--- config.mk ---
export PLATFORM = sky130hd
export DESIGN_NAME = writeback_stage
export DESIGN_NICKNAME = d
export VERILOG_FILES = /design/src/rtl/writeback_stage.sv
export SDC_FILE = /design/constraint.sdc
export NUM_CORES = 1
export LEC_CHECK = 0
export CORE_ASPECT_RATIO = 1.2
export CORE_MARGIN = 2
export CORE_UTILIZATION = 37
export CTS_BUF_LIST = sky130_fd_sc_hd__clkbuf_8 sky130_fd_sc_hd__clkbuf_16
export DETAILED_ROUTE_END_ITERATION = 8
export PLACE_DENSITY = 0.9
export RECOVER_POWER = 100
export SLEW_MARGIN = 20
export SYNTH_ARGS = -nofsm -noshare
export SYNTH_HDL_FRONTEND = slang
export SYNTH_SLANG_ARGS = --single-unit
--- constraint.sdc ---
create_clock -name clk -period 2.5 [get_ports clk]
set_input_delay 0.625 -clock clk [delete_from_list [all_inputs] [get_ports clk]]
set_output_delay 0.625 -clock clk [all_outputs]
set_load 0.01 [all_outputs]
--- src/rtl/writeback_stage.sv ---
`default_nettype none
// ============================================================================
// Module      : writeback_stage
// Description : Pipeline WB stage; picks RAM load data or the ALU result for
//               the register file write port, registered on write cycles.
// Revision    : 1.0 - initial release
// ============================================================================
module writeback_stage #(
  parameter int DATA_WIDTH = 32,
  parameter bit OUT_REG    = 1'b1
) (
  input  logic                  clk,
  input  logic                  rstn,
  input  logic                  iSig_regfile_write,
  input  logic                  iSig_MemtoReg,
  input  logic [DATA_WIDTH-1:0] iread_from_ram,
  input  logic [DATA_WIDTH-1:0] ialu_result,
  output logic [DATA_WIDTH-1:0] odata2write2regfile
);

  logic [DATA_WIDTH-1:0] w_sel_data;

  // A ternary keeps an undriven unselected input from reaching the output.
  assign w_sel_data = iSig_MemtoReg ? iread_from_ram : ialu_result;

  generate
    if (OUT_REG) begin : g_out_reg
      logic [DATA_WIDTH-1:0] r_wb_data;

      // rstn is active-high here; it takes priority over any control input.
      always_ff @(posedge clk) begin
        if (rstn) begin
          r_wb_data <= '0;
        end else if (iSig_regfile_write) begin
          r_wb_data <= w_sel_data;
        end
      end

      assign odata2write2regfile = r_wb_data;
    end else begin : g_out_comb
      logic w_unused_ok;
      assign w_unused_ok         = &{1'b0, clk, rstn, iSig_regfile_write};
      assign odata2write2regfile = w_sel_data;
    end
  endgenerate

endmodule
`default_nettype wire

==> impl_metrics.json <==
{
  "design.die.area_um2": 4402,
  "final_layout_size_suffix_gt1_share_pct": 4.641,
  "maxSlewViolCount": 0,
  "top_post_synthesis_cells_by_area": "sky130_fd_sc_hd__dfxtp_1, sky130_fd_sc_hd__mux2i_1, sky130_fd_sc_hd__a211oi_1, sky130_fd_sc_hd__nor2_1, sky130_fd_sc_hd__buf_12",
  "antennaDiodeCount": 0,
  "num-fill-cells": 328,
  "number_of_enable_flip_flop_cells_after_synthesis": 0,
  "cts_buffer_depth": 2,
  "route.detailed.wl_per_inst_um": 13.17,
  "drc_violation_total_after_the_first_tritonroute_iteration": 58,
  "detailroute.via_count": 1373,
  "report.final.hold_viol_count": 0,
  "largest_register_ff_count": 32,
  "antenna_violating_nets_post_route": 0,
  "synth.cell_area_um2": 1438,
  "crit_arrival_ns": 1.24,
  "power.density_cell_area_nw_per_um2": 492.5,
  "register_area_um2": 640.6,
  "yosys_warnings": 0,
  "post_cts.repair.setup_buffers": 0,
  "cts_sinks": 32,
  "total_internal_power_mw": 0.9202,
  "area_growth_pct": 72.32,
  "startpoint_type": "flip-flop",
  "synth-main-ff-cell": "sky130_fd_sc_hd__dfxtp_1",
  "drt-vias-per-instance": 4.751,
  "vdd.ir_drop.worst_v": 0.0003287,
  "placeableCoreArea_um2": 3694,
  "period_share_pct": 74.48,
  "asyncSetResetFlopFracSynth_pct": 0,
  "skew_ns": 0,
  "setup.worst_path.class": "reg2out",
  "tightest_slew_ns": 0.6946,
  "finalNetCount": 305,
  "die_width_um": 60.90,
  "maxCapViolCount": 0,
  "critPathSlowestCell": "sky130_fd_sc_hd__dlygate4sd3_1",
  "hpwlAfterDp_mm": 2.786,
  "grt_pass1_vias": 1378,
  "multi_input_area_um2": 680.7,
  "timing.critical_path.cells": "dlygate4sd3_1",
  "count_of_h_tree_levels_built_during_cts": 2,
  "rsz0062_at_grt": "no",
  "synthCells": 142,
  "grt_max_degree": 41,
  "max_freq_mhz": 537.1,
  "cp_num_buf_inv": 1,
  "worst_setup_hold_path_clk_slew_ns": 0.06,
  "critical_path_peak_fanout": 2,
  "p_comb_share_pct": 24.5,
  "seq_area_frac_synth_pct": 44.56,
  "port-buffer-count": 99,
  "worstReg2RegStart": "odata2write2regfile[21]",
  "yosys_register_bits": 32,
  "grt_first_pass_wirelength_mm": 6.182,
  "clock_power_share_pct": 29.1,
  "power.switching_fraction_pct": 24.57,
  "synth_common_cells": "sky130_fd_sc_hd__a211oi_1, sky130_fd_sc_hd__dfxtp_1, sky130_fd_sc_hd__mux2i_1, sky130_fd_sc_hd__nor2_1, sky130_fd_sc_hd__clkbuf_1",
  "wirelength_mm": 3.805,
  "globalRouteOverflowTotal": 0,
  "leakagePower_nw": 1.057,
  "crit_required_ns": 1.88,
  "synth_largest_type_area_fraction_pct": 44.56,
  "final_critical_path_setup_slack_ns": 0.6381,
  "post-place-ws_ns": 0.7942,
  "clock_latency_ns": 0.27,
  "start_util_pct": 38.92,
  "fin_setup_tns_ns": 0,
  "clock-root-buffer": "sky130_fd_sc_hd__clkbuf_8",
  "timing.critical_path.slowest_cell_delay_ns": 0.63,
  "hold_path.startpoint": "odata2write2regfile[0]",
  "final_core_utilization_pct": 67.07,
  "drt_pass1_iterations": 4,
  "place.gp.congestion": 0.6753,
  "floorplan.io_pins": 100,
  "die_height_um": 72.28,
  "clock_tree_from_tritoncts": "done",
  "std_cell_rows": 24,
  "p_seq_share_pct": 46.4,
  "synth.net_count": 210,
  "switching_component_of_the_power_mw": 0.2998,
  "crit_start": "odata2write2regfile[16]",
  "critical_path.endpoint_type": "output pin",
  "crit_family": "buffers and inverters",
  "status": "finished, final reports clean",
  "worst_hold_path_type": "reg2reg",
  "initial_antenna_violation_count": 0,
  "fin_crit_ns": 1.862,
  "global_route.usage.total_pct": 18.48,
  "yosys.area.top_type": "sky130_fd_sc_hd__dfxtp_1",
  "cts_buffers": 5,
  "report.final.setup_viol": 0,
  "avgSynthCellArea_um2": 10.12,
  "synth.lib_cells_used.distinct": 9,
  "post_cts_resized": 0,
  "drt_drc_violations_left": 0,
  "hold_buffers": 0,
  "max-slew-margin-rel_pct": 53.69
}
-- metrics by stage --
step	cells	hold slack (ns)	instance area (um^2)	total power, mW
CTS	289	0.4854	2480	1.257
detailed placement	282	0.4770	2402	0.8940
finish	289	0.4803	2477	1.220
global route	289	0.5075	2477	1.292
global placement	282	0.4708	2402	0.8874
floorplan	142	0.4995	1438	0.7073
-- worst min-delay path, delay by kind of cell (launching register included) --
kind	cells	cell delay, ns
AO/OA/AOI/OAI	1	0.05
flip-flops	1	0.30
AND/OR/NAND/NOR	1	0.08
-- cells by family (layout without fill, tap and decap cells) --
kind of cell | after synthesis | after routing | share of synthesized area [%]
AO/OA/AOI/OAI | 32 | 32 | 16.71
multiplexers | 32 | 32 | 22.28
flip-flops | 32 | 32 | 44.56
AND/OR/NAND/NOR | 32 | 32 | 8.355
buffers and inverters | 14 | 109 | 8.094
-- worst paths after layout --
check                                 end  slack [ns]  depth (start not counted)
setup / recovery  odata2write2regfile[16]        0.64                          1
hold / removal     odata2write2regfile[0]        0.48                          2
setup reg to reg  odata2write2regfile[21]        1.79                          2
hold reg to reg    odata2write2regfile[0]        0.48                          2
-- metal layers --
layer / up-vias / routed length (um) / GRT usage, %
met3: 2 / 327 / 7.308
li1: 706 / - / -
met4: 0 / 14 / 4.348
met1: 604 / 1612 / 20.82
met2: 61 / 1851 / 32.14
met5: - / 0 / 0
-- cell usage in the layout (no fill, tap or decap), types with 2 or more instances in the layout --
cell type / count
sky130_fd_sc_hd__buf_2: 2
sky130_fd_sc_hd__nor2_1: 32
sky130_fd_sc_hd__mux2i_1: 32
sky130_fd_sc_hd__dfxtp_1: 32
sky130_fd_sc_hd__dlygate4sd3_1: 33
sky130_fd_sc_hd__clkdlybuf4s50_1: 64
sky130_fd_sc_hd__a211oi_1: 32
sky130_fd_sc_hd__clkbuf_8: 5
-- power groups by stage --
stage / Sequential [mW] / Combinational, mW / Clock (mW)
CTS: 0.568 / 0.317 / 0.373
finish: 0.566 / 0.299 / 0.355
global route: 0.570 / 0.327 / 0.395
global placement: 0.577 / 0.311 / 0
floorplan: 0.596 / 0.111 / 0
detailed placement: 0.579 / 0.316 / 0
-- cell type report --
class,count,share of cell area [%]
clock buffers,5,2.778
clock inverters,2,0.3535
multi-input cells,96,27.47
flip-flops and latches,32,25.86
well taps,52,2.626
repair buffers,102,40.91
Note: power is estimated with default switching activity, not from simulation.
